<file path="src/rtl/trig_delay_meter.sv">
// Adder-delay bench front-end: level bus register, divided stimulus clock and
// from->to trigger delay meter. Define TRIG_DELAY_MINMAX_EN to add delay_min/delay_max tracking.
module trig_delay_meter #(
  parameter int unsigned WIDTH = 8,
  parameter int unsigned DIV   = 2,
  parameter int unsigned CNT_W = 16
) (
  input  logic             clk,
  input  logic             rst_n,
  input  logic [WIDTH-1:0] in_bits,
  output logic [WIDTH-1:0] lvl_out,
  output logic             gen_clk,
  output logic             gen_tick,
  input  logic             from_trig,
  input  logic             to_trig,
  output logic [CNT_W-1:0] delay_cnt,
  output logic             delay_valid,
  output logic             busy,
  output logic             overflow
`ifdef TRIG_DELAY_MINMAX_EN
  ,
  output logic [CNT_W-1:0] delay_min,
  output logic [CNT_W-1:0] delay_max
`endif
);

  localparam int unsigned HALF  = DIV / 2;
  localparam int unsigned DIV_W = (HALF > 1) ? $clog2(HALF) : 1;
  localparam logic [DIV_W-1:0] DIV_LAST = DIV_W'(HALF - 1);
  localparam logic [CNT_W-1:0] CNT_MAX  = '1;

  typedef enum logic {IDLE = 1'b0, COUNT = 1'b1} state_t;

  state_t           state_q, state_d;
  logic [WIDTH-1:0] lvl_q, lvl_d;
  logic [DIV_W-1:0] div_q, div_d;
  logic             gclk_q, gclk_d, tick_q, tick_d;
  logic             from_q, to_q;
  logic [CNT_W-1:0] cnt_q, cnt_d, cnt_inc, delay_q, delay_d;
  logic             valid_q, valid_d, ovf_q, ovf_d;
  logic             div_wrap, rise_from, rise_to;

  always_comb begin
    lvl_d    = in_bits;
    div_wrap = (div_q == DIV_LAST);
    div_d    = div_wrap ? '0 : div_q + DIV_W'(1);
    gclk_d   = div_wrap ? ~gclk_q : gclk_q;
    tick_d   = div_wrap & ~gclk_q;
  end

  always_comb begin
    rise_from = from_trig & ~from_q;
    rise_to   = to_trig & ~to_q;
    cnt_inc   = (cnt_q == CNT_MAX) ? CNT_MAX : cnt_q + CNT_W'(1);
    state_d   = state_q;
    cnt_d     = cnt_q;
    delay_d   = delay_q;
    valid_d   = 1'b0;
    ovf_d     = ovf_q;
    case (state_q)
      IDLE: begin
        if (rise_from && rise_to) begin
          delay_d = '0;
          valid_d = 1'b1;
        end else if (rise_from) begin
          cnt_d   = '0;
          state_d = COUNT;
        end
      end
      COUNT: begin
        // A stop edge always closes the open measurement, even if a start coincides.
        if (rise_to) begin
          delay_d = cnt_inc;
          valid_d = 1'b1;
          state_d = IDLE;
        end else if (rise_from) begin
          cnt_d = '0;
        end else begin
          cnt_d = cnt_inc;
          if (cnt_inc == CNT_MAX) ovf_d = 1'b1;
        end
      end
      default: state_d = IDLE;
    endcase
  end

  always_ff @(posedge clk or negedge rst_n) begin
    if (!rst_n) begin
      state_q <= IDLE;
      lvl_q   <= '0;
      div_q   <= '0;
      gclk_q  <= 1'b0;
      tick_q  <= 1'b0;
      from_q  <= 1'b0;
      to_q    <= 1'b0;
      cnt_q   <= '0;
      delay_q <= '0;
      valid_q <= 1'b0;
      ovf_q   <= 1'b0;
    end else begin
      state_q <= state_d;
      lvl_q   <= lvl_d;
      div_q   <= div_d;
      gclk_q  <= gclk_d;
      tick_q  <= tick_d;
      from_q  <= from_trig;
      to_q    <= to_trig;
      cnt_q   <= cnt_d;
      delay_q <= delay_d;
      valid_q <= valid_d;
      ovf_q   <= ovf_d;
    end
  end

  assign lvl_out     = lvl_q;
  assign gen_clk     = gclk_q;
  assign gen_tick    = tick_q;
  assign delay_cnt   = delay_q;
  assign delay_valid = valid_q;
  assign busy        = (state_q == COUNT);
  assign overflow    = ovf_q;

`ifdef TRIG_DELAY_MINMAX_EN
  logic [CNT_W-1:0] min_q, min_d, max_q, max_d;

  always_comb begin
    min_d = min_q;
    max_d = max_q;
    if (valid_d) begin
      if (delay_d < min_q) min_d = delay_d;
      if (delay_d > max_q) max_d = delay_d;
    end
  end

  always_ff @(posedge clk or negedge rst_n) begin
    if (!rst_n) begin
      min_q <= '1;
      max_q <= '0;
    end else begin
      min_q <= min_d;
      max_q <= max_d;
    end
  end

  assign delay_min = min_q;
  assign delay_max = max_q;
`endif

endmodule

</file>
<file path="config.mk">
export PLATFORM = sky130hd
export DESIGN_NAME = trig_delay_meter
export DESIGN_NICKNAME = d
export VERILOG_FILES = /design/src/rtl/trig_delay_meter.sv
export SDC_FILE = /design/constraint.sdc
export NUM_CORES = 1
export LEC_CHECK = 0
export CAP_MARGIN = 20
export CORE_ASPECT_RATIO = 0.6
export CORE_UTILIZATION = 51
export CTS_CLUSTER_DIAMETER = 50
export DETAILED_ROUTE_END_ITERATION = 10
export PLACE_DENSITY_LB_ADDON = 0.05
export SLEW_MARGIN = 20
export SYNTH_ARGS = -nofsm -noshare
export SYNTH_HDL_FRONTEND = slang
export SYNTH_SLANG_ARGS = --single-unit
</file>
<file path="constraint.sdc">
create_clock -name clk -period 2 [get_ports clk]
set_input_delay 0.3 -clock clk [delete_from_list [all_inputs] [get_ports clk]]
set_output_delay 0.3 -clock clk [all_outputs]
set_load 0.005 [all_outputs]
</file>
Word-level counts from Yosys, hierarchy flattened

Index checks and enable logic that the tools add are counted.

Bits in registers: 48
Input port bits: 12
Output and inout bits: 29
Logic and storage cells: 51

Add/sub/neg operators: 2
Equal/unequal tests: 7
Mux-type cells: 17
Bitwise operators: 10
Reduce and logical (&&, ||, !) cells: 4

Operators with widths:

| kind                  | number |
|---|---|
| $mux 16               | 7 |
| $pmux 16 s2           | 2 |
| $eq 16x16->1 const B  | 2 |
| $add 16x1->16 const B | 1 |
| $ne 2x2->1 const B    | 4 |
| $not 1->1             | 7 |
| $mux 1                | 6 |
| $pmux 1 s2            | 2 |
| $reduce_and 4->1      | 1 |
| $and 1x1->1           | 3 |
| $reduce_and 3->1      | 1 |
| $ne 2x1->1 const B    | 1 |
| $reduce_and 2->1      | 1 |
| $add 1x1->1 const B   | 1 |
| $logic_and 1x1->1     | 1 |

Depth between registers and ports, before layout

Gate-level depths: netlist of the first run.

Depth after elaboration: 5
Gate-level depth with buffers: 9
Depth with buffers taken out: 7

Least setup slack after synthesis of the first run

Ideal clock, no wire load.

Path type: register to register
Start point: reg cnt_q[0]
End point: reg cnt_q[12]
Setup time: 119 ps
Arrival: 1713 ps
Data required time: 1881 ps
Setup slack: 168 ps
Cell stages (with the launch flop): 9
Path buffers: 1
Period minus slack after synthesis: 1832 ps
Path through: dfrtp_1 > ha_1 > clkbuf_1 > nand3_1 > or3_1 > nor4_2 > nand3_1 > a21oi_1 > nor2_1

Longest elaborated chain between the ends: 5
Elaborated cells between the ends (all ways): 6
Classes of those cells: add/sub: 1; eq/ne: 1; mux: 4

Ends and longest elaborated chain:

| what                                                 | RTL line | text |
|---|---|---|
| start, declared                                      | 39       | `logic [CNT_W-1:0] cnt_q, cnt_d, cnt_inc, delay_q, delay_d;` |
| start signal, assigned                               | 108      | `cnt_q <= cnt_d;` |
| $add 16x1->16 / $eq 16x16->1 (equally long branches) | 54       | `cnt_inc = (cnt_q == CNT_MAX) ? CNT_MAX : cnt_q + CNT_W'(1);` |
| $mux 16 *                                            | 54       |  |
| $mux 16 *                                            | 76       | `end else if (rise_from) begin` |
| $mux 16 *                                            | 72       | `if (rise_to) begin` |
| $pmux 16 s2 *                                        | 60       | `case (state_q)` |

Mark *: on every way between the ends. The rest lies on a longest branch, timed or not. The select of a mux whose other input is x is not followed.
A chain may end at the register's enable or synchronous reset.

Worst setup path in the final report of the first run

Start point: reg cnt_q[4]
End point: reg cnt_q[15]

Same word-level chain as after synthesis.

==> key figures, run 1 <==
Clocking
  – H-tree level count: 2
  – Clk_lat worst skew: 0.30 ns
  – Largest buffer count on any clock path: 2
  – CTS clock-pin slew for the worst setup and hold paths: approximately 0.08 ns
  – Cell at the root of the clock tree: clkbuf_8
  – Total clock sinks: 46
  – Clock tree from TritonCTS: done
  – Post-CTS setup-driven buffer insertion count: 0
  – CTS Buf Count: 5

Routing
  – Drt via density: 5.514
  – Routed length on met3: 395 um
  – Iter 0 DRT Violations: between 150 and 200
  – Number of detailed-route iterations in the first pass: 4
  – Via count: 1825
  – Metal2 WL: 2065 um
  – Met1 wire length: 2589 um
  – DRC violations left: 0
  – Remaining antenna violation count: 0
  – Final routed wire length divided by cell count: 15.48 um
  – Total wire length after detailed routing: 5125 um
  – Highest layer used for signal routing: met4

Synthesis
  – Post-Syn Nets: 240
  – Dominant synthesized flop cell: dfrtp_1
  – Average size of a mapped cell: 9.475 um2
  – Warning count from the yosys run: 0
  – Number of library cell types mapped by synthesis: 35
  – Total of flip-flops plus latches after synthesis: 46
  – Cells after synthesis: 227
  – Part of the Yosys area used for sequential elements: 53.52%
  – Number of enable flip-flop cells after synthesis: 0
  – Asr flop ratio synth: 100.0%
  – Cell Area, Synth: 2151 um2

Global routing
  – Pin count of the biggest net entering global routing: 24
  – Antenna violations before repair: 0
  – Number of global-route vias before repair: 1593
  – Global-route wire length before repair: approximately 8200 um
  – Overall global routing resource usage: 25.24%
  – Grt ovf: 0

Critical path
  – Setup slack on the worst flop-to-flop path: about 0.09 ns
  – Arrival @ worst endpoint: between 2 and 2.5 ns
  – Required time of the critical path: 2.19 ns
  – Critical path launch point type: register
  – Reg-to-reg critical path endpoint: cnt_q[15]
  – Cells on worst reg2reg path: 6
  – Crit Path Class: register to register
  – Worst Setup End Kind: register
  – CP max FO: 7
  – Beginning of the worst register-to-register path: cnt_q[4]

STA
  – Total of endpoints with negative setup slack in the final report: 0
  – Hold violation count in the final report: 0
  – Max Fclk: ~520 MHz
  – Max Transition Viols Final: 0
  – Max transition margin: between 60% and 70%
  – Setup TNS Final: 0 ns
  – Final period util: 95.49%
  – Slew at the pin with the worst max-slew slack: approximately 0.50 ns
  – Setup repair after global routing missed its margin: false
  – Fin Clk Skew: slightly above 0.004 ns
  – Post-layout minimum cycle time: 1.910 ns

Pwr
  – Power density cells: 713.3 nW/um2
  – Combinational fraction of design power: 14.0%
  – Overall power of the completed layout: 1997 uW
  – Switching power of the nets: between 400 and 500 uW
  – Design internal power: 1500 uW
  – P_leak: 0.001255 uW
  – Clock power frac: between 30 and 40%
  – Fraction of power consumed by sequential logic: 51.4%
  – Highest ir drop seen on vdd: between 0.0005 and 0.0006 V
  – Proportion of total power due to net switching: 24.88%

Min path
  – Capture endpoint of the worst hold path: lvl_out[0]
  – Number of cells traversed by the worst hold path: 1
  – Start point of the worst hold path: in_bits[0]
  – Hold/Removal Path Class: primary input to register

Final layout
  – Number of filler instances in the final layout: 298
  – Synth-to-layout area growth: 30.19%
  – Non-filler instance count after layout: roughly 330
  – Number of inserted diodes: 0
  – Leading cell types in the layout, fill and taps excluded: 45 x dfrtp_1, 39 x clkdlybuf4s50_1, 33 x o21ai_0, 33 x nand2_1, 16 x nor2_1
  – Fraction of final layout cells sized beyond drive strength 1: about a tenth
  – Count of nets after finishing: about 290
  – Most common library cell in the layout ignoring fill and taps: dfrtp_1
  – Core Util, Final: slightly above 70%

Floorplan
  – Area of the die: 4489 um2
  – Count of standard-cell rows: 17
  – Starting density of the core: 55.87%
  – Die height: 52.30 um
  – Total core area: about 3800 um2
  – Ports placed on the boundary: 41
  – Die Span X: approximately 86 um

Flow run
  – Number of maximum-capacitance constraint violations: 0

Placement
  – Gpl congestion: 0.8900
  – DP HPWL: 3600 um
  – Instance count after placement with tap cells included: 322
  – Port-buffer cells: 40

Status
  – Outcome: finished, final reports clean
[power groups by stage]
stage	clock network [uW]	registers, uW	logic [uW]
2_1_floorplan	0	1030	119
3_3_place_gp	0	1030	263
3_5_place_dp	0	1040	265
4_1_cts	694	1020	272
5_1_grt	728	1030	309
6_report	690	1030	280
[cells in the mapped netlist (2+ instances only)]
cell	n	area, um2
inv_1	10	37.54
a21oi_1	11	55.05
clkbuf_1	6	22.52
a22o_1	9	78.83
nand2b_1	2	12.51
nand2_1	33	123.9
xor2_1	3	26.28
and2_1	2	12.51
nand4b_1	2	17.52
nor2_1	16	60.06
nor3_1	6	30.03
buf_4	2	15.01
nor4_1	2	12.51
o21ai_0	33	165.2
buf_2	4	20.02
xnor2_1	9	78.83
and3_1	3	18.77
dfrtp_1	46	1151
nor2b_1	2	12.51
nand3_1	9	45.04
nand4_1	3	18.77
[metrics by stage]
stage,setup slack [ns],hold slack [ns],instance area (um2)
6_report,0.09015,0.4298,2800
5_1_grt,0.002274,0.4119,2800
4_1_cts,0.07014,0.4267,2774
3_5_place_dp,0.03424,0.2954,2651
3_3_place_gp,0.1470,0.2923,2651
2_1_floorplan,0.1679,0.004409,2151
[worst max path at each step]
stage | from | to | slack (ns) | cells after the start
3_3_place_gp | cnt_q[4] | cnt_q[15] | 0.15 | 6
3_5_place_dp | cnt_q[0] | delay_cnt[12] | 0.03 | 7
2_1_floorplan | cnt_q[0] | cnt_q[12] | 0.17 | 8
6_report | cnt_q[4] | cnt_q[15] | 0.09 | 6
5_1_grt | cnt_q[2] | overflow | 0.002 | 7
4_1_cts | cnt_q[0] | delay_cnt[12] | 0.07 | 7
[critical path: stages (launching register included)]
cell and delay (ns):
dfrtp_1 0.45, and3_4 0.24, nand4_4 0.13, or4_4 0.54
xor2_1 0.16, nand2_1 0.09, a22o_1 0.20
[flip-flops by register name, summed over array words and instances, names as in the netlist]
register and cells:
lvl_out 8, busy 1, cnt_q 16, delay_valid 1
overflow 1, delay_cnt 16, to_q 1, from_q 1
gen_clk 1
[timing repair]
action / CTS / global route
hold endpoints to repair: 21 / 0
pin swaps: 0 / 0
endpoints found under the setup margin: 1 / 6
hold buffers: 1 / 0
gates resized for setup: 1 / 4
[final cells by class]
type / instances / area (um2) / area share [%]
Multi-Input combinational cell: 158 / 928.4 / 33.15
Clock inverter: 2 / 37.54 / 1.340
Inverter: 10 / 37.54 / 1.340
Sequential cell: 46 / 1152 / 41.15
Timing Repair Buffer: 52 / 500.5 / 17.87
Clock buffer: 6 / 72.57 / 2.592
Tap cell: 57 / 71.32 / 2.547
[routing by layer]
layer	GRT usage [%]	up-vias
li1	-	878
met1	38.71	853
met2	34.53	87
met3	5.827	7
met4	8.889	0
met5	0	-
[kinds of logic after synthesis]
kind of cell	Yosys count	synth area share, %
simple gates	87	20.71
compound gates	58	15.71
flops	46	53.52
buf+inv	23	4.595
xor+xnor	12	4.887
fa+ha+maj	1	0.5816
(Power assumes the default switching activity.)
==> run 2, diff against run 1 <==
--- a/config.mk
+++ b/config.mk
@@ -7,6 +7,7 @@
 export LEC_CHECK = 0
 export CAP_MARGIN = 20
 export CORE_ASPECT_RATIO = 0.6
+export CORE_MARGIN = 2
 export CORE_UTILIZATION = 51
 export CTS_CLUSTER_DIAMETER = 50
 export DETAILED_ROUTE_END_ITERATION = 10
==> run 2 against run 1 <==
Via count up 0.11%. Combinational power barely moved. Utilization fell by 4.2 points. Worst hold slack improved by 0.0019 ns. Sequential cell count stayed put. Clock-buffer cell count unchanged. Die area increased by 6.2%. Highest routed layer unchanged.
==> key figures, run 2 (synthesis gave the netlist of run 1 again) <==
Routing
  – Remaining antenna violation count: 0
  – Number of detailed-route iterations in the first pass: 5
  – Final routed wire length divided by cell count: 15.21 um
  – Drt via density: 5.486
  – DRC violations left: 0
  – Via count: 1827
  – Total wire length after detailed routing: 5065 um
  – Iter 0 DRT Violations: 187

Critical path
  – Worst Setup End Kind: register
  – Required time of the critical path: ~2.2 ns
  – Setup slack on the worst flop-to-flop path: 0.1 ns
  – Beginning of the worst register-to-register path: cnt_q[0]
  – Crit Path Class: register to register
  – Cells on worst reg2reg path: 7
  – Critical path launch point type: register
  – Arrival @ worst endpoint: around 2.1 ns
  – Reg-to-reg critical path endpoint: cnt_q[12]
  – CP max FO: 7

Pwr
  – Overall power of the completed layout: 1871 uW
  – Switching power of the nets: 495.0 uW
  – Design internal power: between 1000 and 1500 uW
  – Combinational fraction of design power: 15.1%
  – Clock power frac: between 30% and 40%
  – Fraction of power consumed by sequential logic: 54.8%
  – P_leak: between 0.001 and 0.0015 uW
  – Proportion of total power due to net switching: 26.45%
  – Power density cells: 670.1 nW/um2
  – Highest ir drop seen on vdd: 0.0004901 V

Final layout
  – Leading cell types in the layout, fill and taps excluded: 44 x dfrtp_1, 39 x clkdlybuf4s50_1, 33 x o21ai_0, 33 x nand2_1, 16 x nor2_1
  – Count of nets after finishing: 285
  – Most common library cell in the layout ignoring fill and taps: dfrtp_1
  – Synth-to-layout area growth: 29.84%
  – Core Util, Final: 68.51%
  – Non-filler instance count after layout: between 300 and 400
  – Fraction of final layout cells sized beyond drive strength 1: a little over a tenth
  – Number of inserted diodes: 0
  – Number of filler instances in the final layout: 339

STA
  – Final period util: between 90% and 100%
  – Max Fclk: 526.1 MHz
  – Slew at the pin with the worst max-slew slack: 0.5064 ns
  – Setup TNS Final: 0 ns
  – Total of endpoints with negative setup slack in the final report: 0
  – Final worst hold slack: 0.4317 ns
  – Hold violation count in the final report: 0
  – Max Transition Viols Final: 0
  – Setup repair after global routing missed its margin: false
  – Fin Clk Skew: slightly below 0.01 ns
  – Max transition margin: 66.24%
  – Post-layout minimum cycle time: 1.901 ns

Min path
  – Number of cells traversed by the worst hold path: 1
  – Capture endpoint of the worst hold path: lvl_out[2]
  – Hold/Removal Path Class: primary input to register
  – Start point of the worst hold path: in_bits[2]

Placement
  – Gpl congestion: roughly 0.94
  – Port-buffer cells: 40
  – Instance count after placement with tap cells included: roughly 320
  – DP HPWL: 3621 um

Global routing
  – Antenna violations before repair: 0
  – Grt ovf: 0
  – Global-route wire length before repair: 8148 um
  – Pin count of the biggest net entering global routing: 27
  – Overall global routing resource usage: 23.28%
  – Number of global-route vias before repair: 1605

Floorplan
  – Count of standard-cell rows: 18
  – Starting density of the core: 52.76%
  – Die Span X: 87.84 um
  – Die height: between 50 and 60 um
  – Area of the die: 4769 um2
  – Total core area: 4076 um2
  – Ports placed on the boundary: 41

Clocking
  – Largest buffer count on any clock path: 2
  – Clock tree from TritonCTS: done
  – CTS Buf Count: 5
  – Cell at the root of the clock tree: clkbuf_8
  – Total clock sinks: 46
  – CTS clock-pin slew for the worst setup and hold paths: ~0.09 ns
  – H-tree level count: 2
  – Clk_lat worst skew: 0.30 ns

Flow run
  – Number of maximum-capacitance constraint violations: 0

Status
  – Outcome: finished, final reports clean
## run 2: cell types whose count changed in the layout (fill, tap and decap cells not counted)
cell,delta
clkinv_2,+1
or3_4,+1
dfrtp_2,+1
xor2_1,-1
clkinv_4,+1
dfrtp_1,-1
or3_1,-1
clkinvlp_4,-1
nor4_2,-1
nor4_1,+1
xor2_2,+1
bufinv_16,-1
buf_12,+1
buf_4,-2
## run 2: repair_timing
item	CTS	global route
endpoints found under the setup margin	1	4
endpoints found under the hold margin	20	0
hold buffers	1	0
buffers inserted	0	0
gates resized for setup	1	6
## run 2: worst max path at each step
stage	startpoint	end	slack [ns]
floorplan	cnt_q[0]	cnt_q[12]	0.17
global placement	cnt_q[0]	cnt_q[12]	0.14
detailed placement	cnt_q[0]	cnt_q[12]	-0.02
CTS	cnt_q[0]	cnt_q[12]	0.04
global route	cnt_q[0]	cnt_q[12]	0.01
finish	cnt_q[0]	cnt_q[12]	0.1
## run 2: power groups by stage
| stage | Combinational, uW | Clock (uW) | Sequential [uW] |
|---|---|---|---|
| 2_1_floorplan | 119 | 0 | 1030 |
| 3_3_place_gp | 265 | 0 | 1030 |
| 3_5_place_dp | 271 | 0 | 1040 |
| 4_1_cts | 276 | 579 | 1020 |
| 5_1_grt | 315 | 617 | 1030 |
| 6_report | 283 | 563 | 1030 |
## run 2: critical path, cell delays in order (launching register included)
cell	delay (ns)
dfrtp_1	0.47
ha_4	0.21
nand3_1	0.11
or3_4	0.39
nor4_4	0.19
nand3_1	0.15
a21oi_1	0.19
nor2_1	0.06
## run 2: stage by stage
stage | area [um2] | setup slack, ns
floorplan | 2151 | 0.1679
global placement | 2660 | 0.1362
detailed placement | 2660 | -0.01601
CTS | 2759 | 0.03557
global route | 2793 | 0.01346
finish | 2793 | 0.09920
## run 2: final cells by class
type | count | area (um2) | area share (%)
Inverter | 10 | 37.54 | 1.344
Tap cell | 60 | 75.07 | 2.688
Clock inverter | 2 | 13.76 | 0.4928
Timing Repair Buffer | 51 | 505.5 | 18.10
Multi-Input combinational cell | 158 | 934.6 | 33.47
Sequential cell | 46 | 1154 | 41.31
Clock buffer | 6 | 72.57 | 2.599
## run 2: layer usage
metal  share of wire (%)  GRT usage [%]  wire length [um]  vias up
met2                  39          30.18              1992       87
met5                   0              0                 0        -
met4                0.67          6.154                34        0
met1                  51          37.92              2590      862
li1                    -              -                 -      873
met3                 8.8          5.430               448        5
